--- config.mk ---
export PLATFORM = sky130hd
export DESIGN_NAME = pipeline_ctrl
export DESIGN_NICKNAME = d
export VERILOG_FILES = /design/src/rtl/pipeline_ctrl.sv
export SDC_FILE = /design/constraint.sdc
export NUM_CORES = 1
export LEC_CHECK = 0
export CORE_MARGIN = 2
export CORE_UTILIZATION = 40
export CTS_CLUSTER_DIAMETER = 200
export DETAILED_ROUTE_END_ITERATION = 6
export PLACE_DENSITY = 0.72
export SYNTH_ARGS = -nofsm -noshare
export SYNTH_HDL_FRONTEND = slang
export SYNTH_SLANG_ARGS = --single-unit
export TNS_END_PERCENT = 10
--- constraint.sdc ---
create_clock -name clk_i -period 1.9 [get_ports clk_i]
set_clock_uncertainty 0.15 [all_clocks]
set_input_delay 0.38 -clock clk_i [delete_from_list [all_inputs] [get_ports clk_i]]
set_output_delay 0.38 -clock clk_i [all_outputs]
set_load 0.01 [all_outputs]
--- src/rtl/pipeline_ctrl.sv ---
// Pipeline control: run/single-step sequencing, load-use stalls, branch flushes,
// and a three-cycle drain after HALT before the pipeline reports finished.
module pipeline_ctrl #(
  parameter int NB_REG = 5,
  parameter int NB_CNT = 16
) (
  input  logic              clk_i,
  input  logic              rst_n_i,
  input  logic              start_i,
  input  logic              mode_step_i,
  input  logic              step_i,
  input  logic              ID_EX_mem_read_i,
  input  logic [NB_REG-1:0] ID_EX_rt_i,
  input  logic [NB_REG-1:0] IF_ID_rs_i,
  input  logic [NB_REG-1:0] IF_ID_rt_i,
  input  logic              branch_taken_i,
  input  logic              jump_i,
  input  logic              halt_i,
  output logic              pipe_enable_o,
  output logic              pc_write_o,
  output logic              IF_ID_write_o,
  output logic              ID_EX_bubble_o,
  output logic              IF_ID_flush_o,
  output logic              halted_o,
  output logic [NB_CNT-1:0] stall_count_o
);

  typedef enum logic [2:0] {
    S_IDLE,
    S_RUN,
    S_STEP,
    S_DRAIN,
    S_HALTED
  } state_t;

  state_t     state_q, state_d;
  logic [1:0] drain_cnt_q, drain_cnt_d;
  logic       en, lu, draining, fetch;

  always_comb begin
    draining = (state_q == S_DRAIN);
    lu = ID_EX_mem_read_i && (ID_EX_rt_i != '0) &&
         ((ID_EX_rt_i == IF_ID_rs_i) || (ID_EX_rt_i == IF_ID_rt_i));
    unique case (state_q)
      S_RUN, S_DRAIN: en = 1'b1;
      S_STEP:         en = step_i;
      default:        en = 1'b0;
    endcase
    fetch          = en && !lu && !draining;
    pipe_enable_o  = en;
    pc_write_o     = fetch;
    IF_ID_write_o  = fetch;
    ID_EX_bubble_o = en && (lu || draining);
    // A stalled branch keeps its flush pending until the cycle it really advances.
    IF_ID_flush_o  = fetch && (branch_taken_i || jump_i);
  end

  always_comb begin
    state_d     = state_q;
    drain_cnt_d = drain_cnt_q;
    case (state_q)
      S_IDLE: begin
        if (start_i) state_d = mode_step_i ? S_STEP : S_RUN;
      end
      S_RUN, S_STEP: begin
        if (en && halt_i && !lu) begin
          state_d     = S_DRAIN;
          drain_cnt_d = 2'd0;
        end
      end
      S_DRAIN: begin
        drain_cnt_d = drain_cnt_q + 2'd1;
        if (drain_cnt_q == 2'd2) state_d = S_HALTED;
      end
      S_HALTED: state_d = S_HALTED;
      default:  state_d = S_IDLE;
    endcase
  end

  always_ff @(posedge clk_i or negedge rst_n_i) begin
    if (!rst_n_i) begin
      state_q       <= S_IDLE;
      drain_cnt_q   <= 2'd0;
      halted_o      <= 1'b0;
      stall_count_o <= '0;
    end else begin
      state_q     <= state_d;
      drain_cnt_q <= drain_cnt_d;
      halted_o    <= (state_d == S_HALTED);
      if (en && lu && !draining && (stall_count_o != '1))
        stall_count_o <= stall_count_o + 1'b1;
    end
  end

endmodule
==> run_results.csv, run 1 <==
group,metric,value,unit
sta,finalCriticalPeriod,2.15,ns
floorplan,die_w,61.8,um
sta,setup_viol,18,
floorplan,pin_count,46,
detailed_routing,antenna_left,0,
global_routing,grt_pass1_vias,1288,
clock_tree,cts_sinks,22,
clock_tree,cts_tree,"yes",
power_and_ir_drop,pwr-share-seq,56.5,%
global_routing,grt_usage,20.1,%
clock_tree,htree_num_levels,1,
floorplan,num_rows,20,
place,routabilityCongestion,0.758,
logic_synthesis,synth_nets,154,
detailed_routing,num_vias,1266,
detailed_routing,drc,0,
sta,worstMarginPinSlew,0.335,ns
outcome,status,"finished, violations left",
logic_synthesis,synth.distinct_cells,35,
detailed_routing,first_pass_iters,4,
place,dpl_worst_slack,-0.971,ns
sta,rsz0062_at_grt,"true",
critical_path,required,1.37,ns
logic_synthesis,synth.ff_latch_count,22,
power_and_ir_drop,combinationalPowerShare,19.2,%
place,dpl.hpwl,2.69,mm
critical_path,start_kind,"primary input",
clock_tree,cts_buffers,3,
critical_path,path_max_fanout,3,
sta,drv_slew,0,
logic_synthesis,synthCells,128,
power_and_ir_drop,p_per_area,384,nW/um^2
critical_path,path_class,"in2out",
logic_synthesis,syn_area_per_cell,10.4,sq um
critical_path,worstPathArrival,1.62,ns
logic_synthesis,synth_area,1340,sq um
cells_and_area,syn2layout_area_growth,66.0,%
cells_and_area,n_fill_cell,255,
power_and_ir_drop,vdd_drop_max,0.182,mV
logic_synthesis,ys.warnings.count,0,
job,cap_violations,0,
cells_and_area,diodes,0,
critical_path,crit_path_end_kind,"primary output",
outcome,violations,"setup timing",
power_and_ir_drop,swShare,25.3,%
min_path,hp-class,"in2async",
sta,fmax,0.465,GHz
clock_tree,path_clk_slew,0.11,ns
sta,finalCritPeriodShare,113,%
floorplan,initial_utilization,42.7,%
global_routing,grt_overflow,0,
detailed_routing,drt-total-wl,3.61,mm
sta,setup_ws,-0.250,ns
sta,hold_viol,0,
cells_and_area,final_nets,235,
detailed_routing,viasPerCell,5.04,
floorplan,core,3130,sq um
clock_tree,root_buffer,"clkbuf_4",
place,io_buffers,45,
logic_synthesis,seq_area_frac_synth,41.2,%
global_routing,grt_pass1_wl,5.66,mm
power_and_ir_drop,p_int,637,uW
floorplan,dieHeight,61.8,um
global_routing,antenna_found_initial,0,
power_and_ir_drop,power_frac_clock,24.3,%
power_and_ir_drop,p_switching,216,uW
floorplan,die-area,3820,sq um
sta,whs,0.270,ns
sta,slew_headroom,77.5,%
clock_tree,cts.path.max_buffers,2,
clock_tree,clock_latency,0.30,ns
cells_and_area,final_common_cell,"buf_4",
power_and_ir_drop,leakagePower,0.00135,uW
detailed_routing,drtIter0Drc,42,
detailed_routing,avgRoutedWirePerCell,14.4,um
cells_and_area,final_cell_mix,"buf_4, xor2_1, dfrtp_1, dlymetal6s2s_1, dlygate4sd2_1",
cells_and_area,final_layout_size_suffix_gt1_share,38.2,%
global_routing,grt_start_max_net_pins,23,
==> power groups by stage <==
stage	Combinational (uW)	Clock [uW]	Sequential (uW)
6_report	164	207	482
3_5_place_dp	164	0	491
3_3_place_gp	157	0	490
5_1_grt	180	237	483
2_1_floorplan	42.4	0	499
4_1_cts	163	220	482
==> synthesized netlist by cell type, drive strengths merged <==
cell type / instances / share of area (%)
nor4: 5 / 4.7
nor3b: 1 / 0.94
a21oi: 3 / 1.1
nand4: 2 / 0.94
dfrtp: 22 / 41
buf: 3 / 2.0
nand3: 5 / 1.9
nor3: 10 / 4.9
o21a: 1 / 0.56
a311o: 1 / 1.5
a21o: 2 / 1.1
inv: 3 / 0.84
o21ai: 1 / 0.66
o211ai: 1 / 0.56
or2: 2 / 0.94
clkbuf: 1 / 0.28
a22o: 2 / 1.3
or3: 1 / 0.47
xor2: 25 / 16
and3: 3 / 2.2
ha: 2 / 1.9
nand2b: 1 / 0.47
a31o: 1 / 0.66
nand2: 9 / 2.5
nor4b: 1 / 1.1
nand3b: 1 / 0.56
o32a: 2 / 1.5
a22oi: 1 / 0.94
or4: 1 / 0.56
nor2: 13 / 3.7
and4bb: 1 / 0.94
mux2: 1 / 0.84
==> state kept, by name, indices dropped and copies added (netlist names) <==
signal / count
stall_count_o: 16
state_q: 3
drain_cnt_q: 2
halted_o: 1
==> layout make-up <==
type	instances	area, sq um	share of cell area (%)
clock buffer	3	22.5	1.02
sequential	22	551	24.8
timing repair buffer	80	714	32.2
tap	44	55.1	2.48
inverter	3	11.3	0.508
multi-input combinational	99	865	39.0
==> worst max-delay path, stage by stage <==
cell     delay, ns
buf_6         0.09
or4_4         0.54
o21ai_4       0.18
nor2_4        0.07
buf_4         0.14
nor2_4        0.08
buf_2         0.14
==> per-layer routing <==
metal	GRT usage (%)	vias to the layer above	share of wire, %
li1	-	614	-
met1	23.5	608	38
met2	37.6	38	56
met3	1.66	6	4.3
met4	7.90	0	1.7
met5	0	-	0
==> metrics by stage <==
stage | setup TNS, ns | cell area, sq um | util [%] | cells | total power, uW
6_report | -1.43 | 2220 | 70.9 | 251 | 852
5_1_grt | -2.87 | 2220 | 70.9 | 251 | 900
4_1_cts | -1.09 | 2150 | 68.8 | 250 | 865
3_5_place_dp | -15.29 | 2080 | 66.4 | 245 | 655
3_3_place_gp | -14.30 | 2080 | 66.4 | 245 | 647
2_1_floorplan | -0.758 | 1370 | - | 128 | 542
==> final timing paths <==
kind	start	to	slack, ns	cells after the start
min reg2reg	stall_count_o[15]	stall_count_o[15]	0.40	1
min in group clk_i	stall_count_o[15]	stall_count_o[15]	0.40	1
max in group asynchronous	rst_n_i	stall_count_o[13]	1.10	2
max reg2reg	state_q[0]	stall_count_o[11]	-0.14	6
max	ID_EX_rt_i[2]	pc_write_o	-0.25	7
min	rst_n_i	stall_count_o[14]	0.27	2
==> cells by family after synthesis <==
logic type / Yosys count / share of synthesized area, %
flops: 22 / 41.2
mux: 1 / 0.843
simple gates: 56 / 26.7
fa+ha+maj: 2 / 1.87
buf+inv: 7 / 3.09
xor+xnor: 25 / 16.4
compound gates: 15 / 9.93
==> what timing repair did <==
item | 4_1_cts | 5_1_grt
setup buffers | 2 | 1
hold buffers | 0 | 0
resized for setup | 61 | 21
endpoints found under the setup margin | 25 | 37
pin swaps | 21 | 7
Note: power is estimated with default switching activity, not from simulation.
==> inputs of run 2 (changes only) <==
- CTS_CLUSTER_DIAMETER: 200 -> default
- PLACE_DENSITY: 0.72 -> 0.87
==> run_results.csv, run 2 (synthesis gave the netlist of run 1 again) <==
group,metric,value,unit
clock_tree,root_buffer,"clkbuf_4",
cells_and_area,final_cell_mix,"buf_4, xor2_1, dfrtp_1, dlygate4sd2_1, dlymetal6s2s_1",
critical_path,crit_path_end_kind,"primary output",
cells_and_area,top_regs,"stall_count_o x16, state_q x3, drain_cnt_q x2",
floorplan,initial_utilization,42.7,%
place,placed_cell_area,2120,sq um
clock_tree,holdBufCountCts,0,
critical_path,r2r-end,"stall_count_o[5]",
min_path,hp-class,"in2async",
cells_and_area,final_common_cell,"buf_4",
clock_tree,cts.path.max_buffers,2,
sta,slew_headroom,81.1,%
outcome,violations,"setup timing",
cells_and_area,final_nets,239,
cells_and_area,post-route-util,72.5,%
detailed_routing,viasPerCell,5.05,
floorplan,dieHeight,61.8,um
global_routing,antenna_found_initial,0,
clock_tree,cts_tree,"yes",
critical_path,required,1.37,ns
clock_tree,path_clk_slew,0.12,ns
detailed_routing,drt-total-wl,3.56,mm
place,dpl.hpwl,2.81,mm
critical_path,path_max_fanout,3,
cells_and_area,syn2layout_area_growth,69.8,%
cells_and_area,diodes,0,
sta,finalCritPeriodShare,110,%
sta,hold_viol,0,
power_and_ir_drop,leakagePower,0.00134,uW
global_routing,met3_usage,1.86,%
critical_path,path_class,"in2out",
global_routing,grt_pass1_wl,5.82,mm
cells_and_area,largest_reg_flops,16,
sta,rsz0062_at_grt,"true",
power_and_ir_drop,p_per_area,377,nW/um^2
sta,setup_viol,13,
sta,finalCriticalPeriod,2.08,ns
outcome,status,"finished, violations left",
floorplan,num_rows,20,
sta,worstMarginPinSlew,0.283,ns
critical_path,ff2ff_path_depth,6,
job,cap_violations,0,
detailed_routing,drtIter0Drc,31,
detailed_routing,num_vias,1289,
detailed_routing,antenna_left,0,
sta,fmax,0.480,GHz
cells_and_area,top_register,"stall_count_o",
global_routing,grt_pass1_vias,1378,
detailed_routing,first_pass_iters,4,
clock_tree,clock_latency,0.30,ns
place,dp_cells,249,
detailed_routing,drc,0,
clock_tree,htree_num_levels,1,
clock_tree,cts_buffers,3,
cells_and_area,layoutNonFillerInstCount,255,
global_routing,grt_overflow,0,
cells_and_area,final_area,2270,sq um
critical_path,start_kind,"primary input",
place,io_buffers,45,
global_routing,gr-max-usage-layer,"met2",
floorplan,die-area,3820,sq um
sta,setup_ws,-0.181,ns
critical_path,worstPathArrival,1.55,ns
critical_path,reg2reg_setup_slack,-0.13,ns
floorplan,die_w,61.8,um
sta,drv_slew,0,
global_routing,use_met2,39.5,%
floorplan,pin_count,46,
critical_path,worstReg2RegStart,"state_q[0]",
place,routabilityCongestion,0.822,
global_routing,grt_usage,20.7,%
power_and_ir_drop,vdd_drop_max,0.196,mV
global_routing,grt_use_met1,23.2,%
cells_and_area,final_layout_size_suffix_gt1_share,39.8,%
global_routing,grt_start_max_net_pins,23,
floorplan,core,3130,sq um
detailed_routing,avgRoutedWirePerCell,14.0,um
clock_tree,cts_sinks,22,
==> run 2: power breakdown <==
part           switching [uW]  leakage [uW]  internal [uW]  total [uW]
Combinational            75.5       0.00104           87.9         163
Sequential               5.47      0.000285            477         482
Clock                     136     0.0000138           73.9         210
==> run 2: worst max-delay path by stage <==
stage                          end  depth (start not counted)          start
CTS                 ID_EX_bubble_o                          6  ID_EX_rt_i[3]
global placement     IF_ID_flush_o                          6  ID_EX_rt_i[2]
floorplan               pc_write_o                          7  IF_ID_rs_i[4]
detailed placement   IF_ID_flush_o                          6  ID_EX_rt_i[2]
global route        ID_EX_bubble_o                          6  ID_EX_rt_i[2]
finish              ID_EX_bubble_o                          6  ID_EX_rt_i[2]
==> run 2: final cells by class <==
cell class | count | area (sq um)
Tap cell | 44 | 55.1
Inverter | 3 | 11.3
Fill cell | 243 | 860
Sequential cell | 22 | 551
Clock buffer | 3 | 22.5
Multi-Input combinational cell | 99 | 863
Timing Repair Buffer | 84 | 766
==> run 2: metrics by stage <==
step,setup TNS [ns],total power (uW),hold slack [ns],setup WS (ns)
after floorplan,-0.758,542,-0.0656,-0.0987
after global placement,-14.98,645,0.349,-0.996
after detailed placement,-16.28,653,0.359,-1.03
after CTS,-1.13,857,0.262,-0.219
after global routing,-2.32,890,0.283,-0.209
final,-0.985,856,0.263,-0.181
==> run 2: per-layer routing <==
| metal | wire, um | vias to the layer above |
|---|---|---|
| met4 | 49 | 0 |
| li1 | - | 622 |
| met5 | 0 | - |
| met2 | 1990 | 37 |
| met1 | 1370 | 626 |
| met3 | 148 | 4 |
==> run 2: timing repair <==
| action | 4_1_cts | 5_1_grt |
|---|---|---|
| hold endpoints to repair | 0 | 0 |
| resized for setup | 62 | 23 |
| setup endpoints to repair | 25 | 38 |
| setup buffers | 2 | 1 |
| pin swaps | 20 | 12 |
==> run 2: critical path: stages <==
cell and delay (ns):
buf_8 0.10, or4_4 0.53, o21ai_4 0.17, nor2_4 0.08
o21a_1 0.17, buf_2 0.14
==> inputs of run 3 (changes only) <==
- CORE_UTILIZATION: 40 -> 42
- CTS_BUF_LIST: default -> sky130_fd_sc_hd__clkbuf_4 sky130_fd_sc_hd__clkbuf_8
- PLACE_DENSITY: 0.87 -> 0.9
==> run_results.csv, run 3 (synthesis gave the netlist of run 1 again) <==
group,metric,value,unit
outcome,status,"finished, violations left",
outcome,violations,"setup timing",
sta,hold_viol,0,
sta,finalCritPeriodShare,113,%
global_routing,grt_usage,24.8,%
global_routing,grt_start_max_net_pins,23,
cells_and_area,top_register,"stall_count_o",
job,cap_violations,0,
clock_tree,cts_sinks,22,
global_routing,grt_pass1_wl,6.49,mm
floorplan,num_rows,20,
place,dpl_worst_slack,-1.01,ns
power_and_ir_drop,vdd_drop_max,0.262,mV
critical_path,start_kind,"primary input",
global_routing,met3_usage,3.84,%
place,io_buffers,45,
floorplan,dieHeight,60.4,um
floorplan,core,3030,sq um
sta,fin_tns_setup,-2.04,ns
global_routing,antenna_found_initial,0,
place,routabilityCongestion,0.793,
sta,fmax,0.467,GHz
sta,slew_headroom,76.0,%
power_and_ir_drop,p_per_area,407,nW/um^2
detailed_routing,drt-total-wl,4.27,mm
cells_and_area,final_common_cell,"buf_4",
detailed_routing,avgRoutedWirePerCell,16.7,um
sta,worstMarginPinSlew,0.357,ns
sta,setup_ws,-0.242,ns
critical_path,worstReg2RegStart,"stall_count_o[0]",
cells_and_area,syn2layout_area_growth,72.1,%
clock_tree,htree_num_levels,1,
cells_and_area,final_layout_size_suffix_gt1_share,39.2,%
power_and_ir_drop,leakagePower,0.00143,uW
cells_and_area,final_area,2300,sq um
detailed_routing,antenna_left,0,
clock_tree,path_clk_slew,0.13,ns
clock_tree,cts.path.max_buffers,2,
critical_path,critPathLaunch,"ID_EX_rt_i[3]",
critical_path,required,1.37,ns
critical_path,worstPathArrival,1.61,ns
detailed_routing,first_pass_iters,4,
cells_and_area,top_regs,"stall_count_o x16, state_q x3, drain_cnt_q x2",
critical_path,crit_path_end_kind,"primary output",
place,placed_cell_area,2130,sq um
clock_tree,cts_buffers,3,
sta,setup_viol,18,
min_path,hp-class,"in2async",
global_routing,grt_pass1_vias,1438,
floorplan,pin_count,46,
global_routing,grt_overflow,0,
floorplan,die_w,60.4,um
detailed_routing,drc,0,
clock_tree,holdBufCountCts,0,
sta,whs,0.228,ns
cells_and_area,final_nets,239,
sta,finalCriticalPeriod,2.14,ns
clock_tree,clock_latency,0.34,ns
sta,rsz0062_at_grt,"true",
critical_path,path_max_fanout,3,
detailed_routing,drtIter0Drc,61,
floorplan,initial_utilization,44.1,%
clock_tree,root_buffer,"clkbuf_4",
detailed_routing,num_vias,1360,
floorplan,die-area,3650,sq um
sta,drv_slew,0,
detailed_routing,viasPerCell,5.31,
critical_path,path_class,"in2out",
cells_and_area,final_cell_mix,"buf_4, xor2_1, dfrtp_1, dlymetal6s2s_1, dlygate4sd2_1",
cells_and_area,largest_reg_flops,16,
global_routing,gr-max-usage-layer,"met2",
place,dpl.hpwl,3.03,mm
cells_and_area,diodes,0,
global_routing,use_met2,49.1,%
global_routing,grt_use_met1,23.2,%
clock_tree,cts_tree,"yes",
[run 3: changes by cell type in the layout (fill, tap and decap cells not counted), sizes merged]
cell / before / now
dlymetal6s2s: 13 / 14
clkdlybuf4s50: 10 / 8
clkbuf: 3 / 5
[run 3: final cells by class]
class | instances | area [sq um]
clock buffers | 4 | 36.3
fillers | 203 | 728
inverters | 3 | 11.3
multi-input cells | 99 | 881
flip-flops and latches | 22 | 551
well taps | 44 | 55.1
repair buffers | 84 | 766
[run 3: timing repair]
item                       4_1_cts  5_1_grt
pin swaps                       26       10
buffers inserted                 2        0
setup endpoints to repair       28       35
resized for setup               58       32
[run 3: worst paths after layout]
check,end,slack (ns),cells past startpoint
min in group clk_i,drain_cnt_q[1],0.39,1
hold / removal,stall_count_o[10],0.23,2
max in group asynchronous,stall_count_o[1],1.16,2
hold reg to reg,drain_cnt_q[1],0.39,1
setup / recovery,IF_ID_flush_o,-0.24,7
setup reg to reg,stall_count_o[5],-0.24,7
[run 3: through the flow]
step | power (uW) | util [%] | cells
4_1_cts | 915 | 72.4 | 256
3_3_place_gp | 647 | 70.3 | 250
5_1_grt | 974 | 76.0 | 256
2_1_floorplan | 542 | - | 128
3_5_place_dp | 657 | 70.3 | 250
6_report | 937 | 76.0 | 256
[run 3: routing by layer]
layer	vias up	part of all wire, %
li1	621	-
met1	669	35
met2	55	57
met3	15	4.3
met4	0	3.9
met5	-	0
[run 3: critical path, stage by stage]
cell and delay (ns):
buf_6 0.09, or4_4 0.53, o21ai_4 0.18, nor2_4 0.08, buf_6 0.12, nor3_4 0.08
buf_2 0.14
[run 3: where the power goes]
group          internal, uW  switching [uW]
sequential              477            5.94
clock                   118             166
combinational          88.4            82.3
total                   683             254
